`src/rtl/cache_ram_port_ctrl_if.sv`:
```
`default_nettype none
// +----------------------------------------------------------------------------+
// | Module   : cache_ram_port_ctrl_if                                          |
// | Brief    : Cache-pipeline side of the RAM port controller: fire-and-forget |
// |            write, valid/ready read request and read response channels.     |
// | Revision : 1.0                                                             |
// +----------------------------------------------------------------------------+
interface cache_ram_port_ctrl_if #(
    parameter int LEN_DATA = 32,
    parameter int LEN_ADDR = 10
);
    logic                  wr_valid;
    logic [LEN_ADDR-1:0]   wr_addr;
    logic [LEN_DATA/8-1:0] wr_strb;
    logic [LEN_DATA-1:0]   wr_data;

    logic                  rd_valid;
    logic                  rd_ready;
    logic [LEN_ADDR-1:0]   rd_addr;

    logic                  rsp_valid;
    logic                  rsp_ready;
    logic [LEN_DATA-1:0]   rsp_rdata;

    modport master (
        output wr_valid, wr_addr, wr_strb, wr_data,
        output rd_valid, rd_addr, rsp_ready,
        input  rd_ready, rsp_valid, rsp_rdata
    );

    modport slave (
        input  wr_valid, wr_addr, wr_strb, wr_data,
        input  rd_valid, rd_addr, rsp_ready,
        output rd_ready, rsp_valid, rsp_rdata
    );
endinterface
`default_nettype wire

```
`src/rtl/cache_ram_port_ctrl.sv`:
```
`default_nettype none
// +----------------------------------------------------------------------------+
// | Module   : cache_ram_port_ctrl                                             |
// | Brief    : Drives a simple dual-port byte-enabled cache RAM; in-order read |
// |            responses with credit-based backpressure. Define macro          |
// |            CACHE_RAM_PORT_FWD_EN to merge same-cycle write data into reads.|
// | Revision : 1.0                                                             |
// +----------------------------------------------------------------------------+
module cache_ram_port_ctrl #(
    parameter int LEN_DATA  = 32,
    parameter int LEN_ADDR  = 10,
    parameter int RSP_DEPTH = 2
) (
    input  logic                  clk,
    input  logic                  rst,
    cache_ram_port_ctrl_if.slave  bus,
    output logic                  ram_ena,
    output logic [LEN_DATA/8-1:0] ram_wea,
    output logic [LEN_ADDR-1:0]   ram_addra,
    output logic [LEN_DATA-1:0]   ram_dina,
    output logic                  ram_enb,
    output logic [LEN_ADDR-1:0]   ram_addrb,
    input  logic [LEN_DATA-1:0]   ram_doutb
);
    localparam int STRB_W = LEN_DATA / 8;
    localparam int PTR_W  = (RSP_DEPTH > 2) ? 2 : 1;
    localparam int CNT_W  = 3;

    logic                 rd_fire;
    logic                 pop;
    logic                 push;
    logic                 deq;
    logic                 occ_nz;
    logic [CNT_W:0]       credit;
    logic [LEN_DATA-1:0]  beat_data;

    logic [CNT_W-1:0]     occ_q,  occ_d;
    logic                 infl_q, infl_d;
    logic [PTR_W-1:0]     head_q, head_d;
    logic [PTR_W-1:0]     tail_q, tail_d;
    logic [LEN_DATA-1:0]  fifo_q [RSP_DEPTH];
    logic [LEN_DATA-1:0]  fifo_d [RSP_DEPTH];

    function automatic logic [PTR_W-1:0] ptr_inc(input logic [PTR_W-1:0] p);
        return (p == PTR_W'(RSP_DEPTH - 1)) ? '0 : p + 1'b1;
    endfunction

    always_comb begin
        ram_ena   = bus.wr_valid & ~rst;
        ram_wea   = bus.wr_valid ? bus.wr_strb : '0;
        ram_addra = bus.wr_addr;
        ram_dina  = bus.wr_data;
    end

`ifdef CACHE_RAM_PORT_FWD_EN
    logic [STRB_W-1:0]   mask_q,  mask_d;
    logic [LEN_DATA-1:0] wdata_q, wdata_d;
    logic [LEN_DATA-1:0] mask_bits;

    // RAM port B is read-first, so a colliding write is patched into the beat here.
    always_comb begin
        mask_d  = '0;
        wdata_d = wdata_q;
        if (rd_fire && bus.wr_valid && (bus.rd_addr == bus.wr_addr)) begin
            mask_d  = bus.wr_strb;
            wdata_d = bus.wr_data;
        end
        mask_bits = '0;
        for (int i = 0; i < STRB_W; i++) begin
            mask_bits[8*i +: 8] = {8{mask_q[i]}};
        end
        beat_data = (ram_doutb & ~mask_bits) | (wdata_q & mask_bits);
    end

    always_ff @(posedge clk) begin
        if (rst) begin
            mask_q <= '0;
        end else begin
            mask_q <= mask_d;
        end
        wdata_q <= wdata_d;
    end
`else
    always_comb begin
        beat_data = ram_doutb;
    end
`endif

    always_comb begin
        occ_nz        = (occ_q != '0);
        bus.rsp_valid = ~rst & (occ_nz | infl_q);
        bus.rsp_rdata = occ_nz ? fifo_q[head_q] : beat_data;
        pop           = bus.rsp_valid & bus.rsp_ready;

        // Outstanding responses after this cycle's pop must leave room for one more.
        credit        = {1'b0, occ_q} + (CNT_W+1)'(infl_q) - (CNT_W+1)'(pop);
        bus.rd_ready  = ~rst & (credit < (CNT_W+1)'(RSP_DEPTH));
        rd_fire       = bus.rd_valid & bus.rd_ready;
        ram_enb       = rd_fire;
        ram_addrb     = bus.rd_addr;

        deq    = pop & occ_nz;
        push   = infl_q & ~(pop & ~occ_nz);
        infl_d = rd_fire;
        occ_d  = occ_q + CNT_W'(push) - CNT_W'(deq);
        head_d = deq  ? ptr_inc(head_q) : head_q;
        tail_d = push ? ptr_inc(tail_q) : tail_q;

        fifo_d = fifo_q;
        if (push) begin
            fifo_d[tail_q] = beat_data;
        end
    end

    always_ff @(posedge clk) begin
        if (rst) begin
            occ_q  <= '0;
            infl_q <= 1'b0;
            head_q <= '0;
            tail_q <= '0;
        end else begin
            occ_q  <= occ_d;
            infl_q <= infl_d;
            head_q <= head_d;
            tail_q <= tail_d;
        end
    end

    always_ff @(posedge clk) begin
        fifo_q <= fifo_d;
    end
endmodule
`default_nettype wire
```
`src/flat_wrapper.sv`:
```
// flat-port wrapper written by rule: the top's interface ports become plain ports
module cache_ram_port_ctrl_flat 
#(
    parameter int LEN_DATA  = 32,
    parameter int LEN_ADDR  = 10,
    parameter int RSP_DEPTH = 2
)
  (clk, rst, ram_ena, ram_wea, ram_addra, ram_dina, ram_enb, ram_addrb, ram_doutb, bus_wr_valid, bus_wr_addr, bus_wr_strb, bus_wr_data, bus_rd_valid, bus_rd_addr, bus_rsp_ready, bus_rd_ready, bus_rsp_valid, bus_rsp_rdata);
  cache_ram_port_ctrl_if #(.LEN_DATA(LEN_DATA), .LEN_ADDR(LEN_ADDR)) bus_i ();
  input  logic clk;
  input  logic rst;
  output logic ram_ena;
  output logic [LEN_DATA/8-1:0] ram_wea;
  output logic [LEN_ADDR-1:0] ram_addra;
  output logic [LEN_DATA-1:0] ram_dina;
  output logic ram_enb;
  output logic [LEN_ADDR-1:0] ram_addrb;
  input  logic [LEN_DATA-1:0] ram_doutb;
  input wire logic [$bits(bus_i.wr_valid)-1:0] bus_wr_valid;
  input wire logic [$bits(bus_i.wr_addr)-1:0] bus_wr_addr;
  input wire logic [$bits(bus_i.wr_strb)-1:0] bus_wr_strb;
  input wire logic [$bits(bus_i.wr_data)-1:0] bus_wr_data;
  input wire logic [$bits(bus_i.rd_valid)-1:0] bus_rd_valid;
  input wire logic [$bits(bus_i.rd_addr)-1:0] bus_rd_addr;
  input wire logic [$bits(bus_i.rsp_ready)-1:0] bus_rsp_ready;
  output wire logic [$bits(bus_i.rd_ready)-1:0] bus_rd_ready;
  output wire logic [$bits(bus_i.rsp_valid)-1:0] bus_rsp_valid;
  output wire logic [$bits(bus_i.rsp_rdata)-1:0] bus_rsp_rdata;
  assign bus_i.wr_valid = bus_wr_valid;
  assign bus_i.wr_addr = bus_wr_addr;
  assign bus_i.wr_strb = bus_wr_strb;
  assign bus_i.wr_data = bus_wr_data;
  assign bus_i.rd_valid = bus_rd_valid;
  assign bus_i.rd_addr = bus_rd_addr;
  assign bus_i.rsp_ready = bus_rsp_ready;
  assign bus_rd_ready = bus_i.rd_ready;
  assign bus_rsp_valid = bus_i.rsp_valid;
  assign bus_rsp_rdata = bus_i.rsp_rdata;
  cache_ram_port_ctrl #(.LEN_DATA(LEN_DATA), .LEN_ADDR(LEN_ADDR), .RSP_DEPTH(RSP_DEPTH)) u_core (.clk(clk), .rst(rst), .bus(bus_i), .ram_ena(ram_ena), .ram_wea(ram_wea), .ram_addra(ram_addra), .ram_dina(ram_dina), .ram_enb(ram_enb), .ram_addrb(ram_addrb), .ram_doutb(ram_doutb));
endmodule
```
`config.mk`:
```
export PLATFORM = sky130hd
export DESIGN_NAME = cache_ram_port_ctrl_flat
export DESIGN_NICKNAME = d
export VERILOG_FILES = /design/src/rtl/cache_ram_port_ctrl_if.sv /design/src/rtl/cache_ram_port_ctrl.sv /design/src/flat_wrapper.sv
export SDC_FILE = /design/constraint.sdc
export NUM_CORES = 1
export LEC_CHECK = 0
export ABC_AREA = 1
export BUFFER_PORTS_ARGS = -buffer_cell sky130_fd_sc_hd__buf_2
export CAP_MARGIN = 10
export CORE_ASPECT_RATIO = 0.5
export CORE_MARGIN = 2
export CORE_UTILIZATION = 39
export CTS_BUF_LIST = sky130_fd_sc_hd__clkbuf_8
export DETAILED_ROUTE_END_ITERATION = 10
export PLACE_DENSITY = 0.77
export SLEW_MARGIN = 20
export SYNTH_ARGS = -nofsm -noshare
export SYNTH_HDL_FRONTEND = slang
export SYNTH_SLANG_ARGS = --single-unit
```
`constraint.sdc`:
```
create_clock -name clk -period 2.8 [get_ports clk]
set_input_delay 0.14 -clock clk [delete_from_list [all_inputs] [get_ports clk]]
set_output_delay 0.14 -clock clk [all_outputs]
set_load 0.02 [all_outputs]
```
==> impl_metrics.csv <==
group,metric,value,unit
yosys,synth_edf_count,64,
yosys,synth_area_leaders,"edfxtp_1 56%, buf_4 11%, nand2_1 8.3%, a31oi_1 5.8%, nor2_1 4.9%",
yosys,syn_nets,433,
global_routing,grt_max_degree,65,
yosys,synth_top_cells_by_count,"76 x nand2_1, 64 x edfxtp_1, 52 x buf_4",
route,drtAntennaViolNets,0,
clock_network,numCtsBuffers,9,
yosys,yosysMostFrequentCell,"nand2_1",
route,dr_wl_met2,4400,um
yosys,ys_types,23,
critical_path,reg2reg_to,"u_core.infl_q",
timing,setup_violations,0,
yosys,synth_area,3450,um^2
critical_path,rr_worst_depth,11,
die,num_rows,24,
route,wl_met3,812,um
power_and_ir_drop,p_leak,1.70,nW
yosys,synth_top_area_share,55.7,%
power_and_ir_drop,seqPwrFrac,30.6,%
timing,finalHoldViolations,0,
hold_path,hold_end,"u_core.fifo_q[39]",
route,routed_wl,7930,um
route,drtIter0Drc,179,
placed_design,pre_cts_slack,399,ps
placed_design,dp_cells,469,
global_routing,antenna_found_initial,0,
yosys,synthFlopType,"edfxtp_1",
power_and_ir_drop,ir_drop,0.000545,V
critical_path,cpMaxStageDelayCell,"fa_1",
yosys,synth_seq_cells,70,
die,start_util,39.9,%
layout,n_fill_cell,761,
critical_path,setup.worst_path.end_class,"primary output",
timing,report.final.slew_viol_count,0,
critical_path,r2r_slack,560,ps
die,core-area,8650,um^2
yosys,synthCells,333,
die,die_w,137,um
timing,finalWorstSetupSlack,147,ps
global_routing,grt_pass1_vias,2320,
die,io_pins,185,
route,top_layer,"met4",
clock_network,path_clk_slew,70,ps
critical_path,path_cells,"nor2_2 > nand3_2 > nand2_1 > nor2_1 > ha_1 > nor2_1 > fa_1 > a211oi_2 > nand2_1 > nor2_1 > buf_4",
timing,worstMarginPinSlew,618,ps
global_routing,grt_usage,16.0,%
critical_path,crit_family,"simple AND/OR/NAND/NOR gates",
critical_path,cp_max_fo,4,
outcome,outcome,"complete, no violations",
timing,layout_min_cycle_time,2650,ps
hold_path,hold_depth,1,
yosys,async_reset_ff_share,0,%
power_and_ir_drop,internal_power,2.49,mW
timing,fin_skew,4.71,ps
clock_network,insertion_delay,330,ps
clock_network,tritoncts,"built",
clock_network,clk_path_buf_depth,2,
power_and_ir_drop,comb_power_share,50.0,%
route,wl_per_cell,15.5,um
clock_network,cts.sinks,70,
critical_path,reg2reg_from,"u_core.occ_q[2]",
placed_design,gp_congestion,0.758,
route,vias,2405,
layout,layout-drive-gt1-share,28.5,%
hold_path,min_from,"ram_doutb[7]",
power_and_ir_drop,switching_power,1.89,mW
yosys,syn_area_per_cell,10.4,um^2
layout,final_nets,488,
route,firstDrtPassIters,4,
critical_path,slowest_delay,450,ps
timing,relSlewSlack,58.8,%
clock_network,cts-root-buf,"clkbuf_8",
route,viasPerCell,4.72,
flow_run,drv_cap,0,
timing,fin_crit_sh,94.8,%
critical_path,crit_required,2660,ps
global_routing,grt_pass1_wl,11600,um
timing,fmax,377,MHz
global_routing,grt_overflow,0,
layout,num_antenna_cells,0,
route,wirelength_met1,2650,um
critical_path,critical_path_buf_inv_count,1,
route,drc,0,
critical_path,cpMostUsedCell,"nor2_1",
critical_path,worstPathArrival,2510,ps
power_and_ir_drop,p_clk_share,19.4,%
clock_network,cts_htree_levels,3,
layout,area.growth.synth_to_final,16.9,%
critical_path,criticalPathCategory,"register to primary output",
hold_path,hold_path_class,"input port to register",
power_and_ir_drop,powerDensity,1080,nW/um^2
die,die_h,70.5,um
yosys,seq_area_frac_synth,59.2,%
layout,finish.utilization,46.7,%
yosys,yosys_warnings,0,
yosys,yosys.area.top_type,"edfxtp_1",
power_and_ir_drop,p_sw_share,43.2,%
layout,fin_cells,510,
placed_design,hpwlAfterDp,5140,um
placed_design,port-buffer-count,80,
die,die_area,9670,um^2
critical_path,start_kind,"register",
==> layer usage <==
metal | vias up | GRT usage (%)
li1 | 1173 | -
met1 | 1119 | 15.8
met2 | 105 | 30.1
met3 | 8 | 7.04
met4 | 0 | 5.04
met5 | - | 0
==> sequential cells by signal, indices dropped and copies added, names as in the netlist <==
signal	count
u_core.head_q	1
u_core.occ_q	3
u_core.fifo_q	64
u_core.infl_q	1
u_core.tail_q	1
==> final cells by class <==
type                    instances  area (um^2)  share of cell area (%)
clock buffers                   9          124                    3.07
clock inverters                 7         88.8                    2.20
inverters                      24         90.1                    2.23
multi-input cells             173          857                    21.2
flip-flops and latches         70         2040                    50.6
well taps                     117          146                    3.63
repair buffers                110          686                    17.0
==> worst max-delay path by stage <==
stage / slack [ps] / depth (start not counted) / endpoint / startpoint
floorplan: 290 / 6 / u_core.fifo_q[32] / u_core.occ_q[1]
global placement: 490 / 11 / ram_enb / u_core.occ_q[1]
detailed placement: 400 / 11 / ram_enb / u_core.occ_q[1]
CTS: 20 / 11 / ram_enb / u_core.occ_q[1]
global route: -20 / 11 / ram_enb / u_core.occ_q[2]
finish: 150 / 11 / ram_enb / u_core.occ_q[2]
==> layout by cell type (no fill, tap or decap), drive strengths merged <==
cell	n
nand3	2
fa	2
bufinv	2
xnor2	1
o21ai	1
nand4	3
clkbuf	9
a211oi	1
nand2	77
xor2	1
edfxtp	64
a31oi	32
clkinv	3
nor2	46
inv	24
ha	5
buf	87
dfxtp	6
clkinvlp	2
dlygate4sd3	23
a21oi	2
==> timing repair <==
item | in CTS | in global routing
resized for setup | 0 | 5
hold buffers | 16 | 7
buffers inserted | 0 | 2
setup endpoints to repair | 0 | 2
hold endpoints to repair | 31 | 14
==> worst reg2reg max path: cells and delay by family (launching register included) <==
kind | cells | cell delay [ps]
AND/OR/NAND/NOR | 7 | 740
buffers and inverters | 1 | 140
flip-flops | 1 | 350
adder cells (fa/ha/maj) | 2 | 730
AO/OA/AOI/OAI | 1 | 200
==> power by group through the flow <==
stage	sequential, mW	clock, mW	combinational, mW
after floorplan	1.35	0	1.65
after global placement	1.35	0	2.06
after detailed placement	1.36	0	2.09
after CTS	1.34	0.869	2.12
after global routing	1.35	0.915	2.39
final	1.34	0.849	2.18
==> cells by family (layout without fill, tap and decap cells) <==
| kind of cell | count (synthesis) | count (layout) | synth area share [%] |
|---|---|---|---|
| xor gates and xnor gates | 2 | 2 | 0.508 |
| adders and majority gates | 7 | 7 | 2.97 |
| buffers and inverters | 90 | 150 | 16.4 |
| and+or+nand+nor | 128 | 128 | 14.5 |
| DFF | 70 | 70 | 59.2 |
| AOI/OAI and AO/OA | 36 | 36 | 6.45 |
==> per-stage QoR <==
stage / total power [mW] / instance area [um^2] / TNS (ps) / hold WS, ps
final: 4.37 / 4040 / 0 / 17.3
after global routing: 4.66 / 4040 / -15.7 / 0.265
after CTS: 4.33 / 3940 / 0 / 0.591
after detailed placement: 3.45 / 3560 / 0 / 280
after global placement: 3.41 / 3560 / 0 / 280
after floorplan: 3.00 / 3450 / 0 / 211
Note: power is estimated with default switching activity, not from simulation.
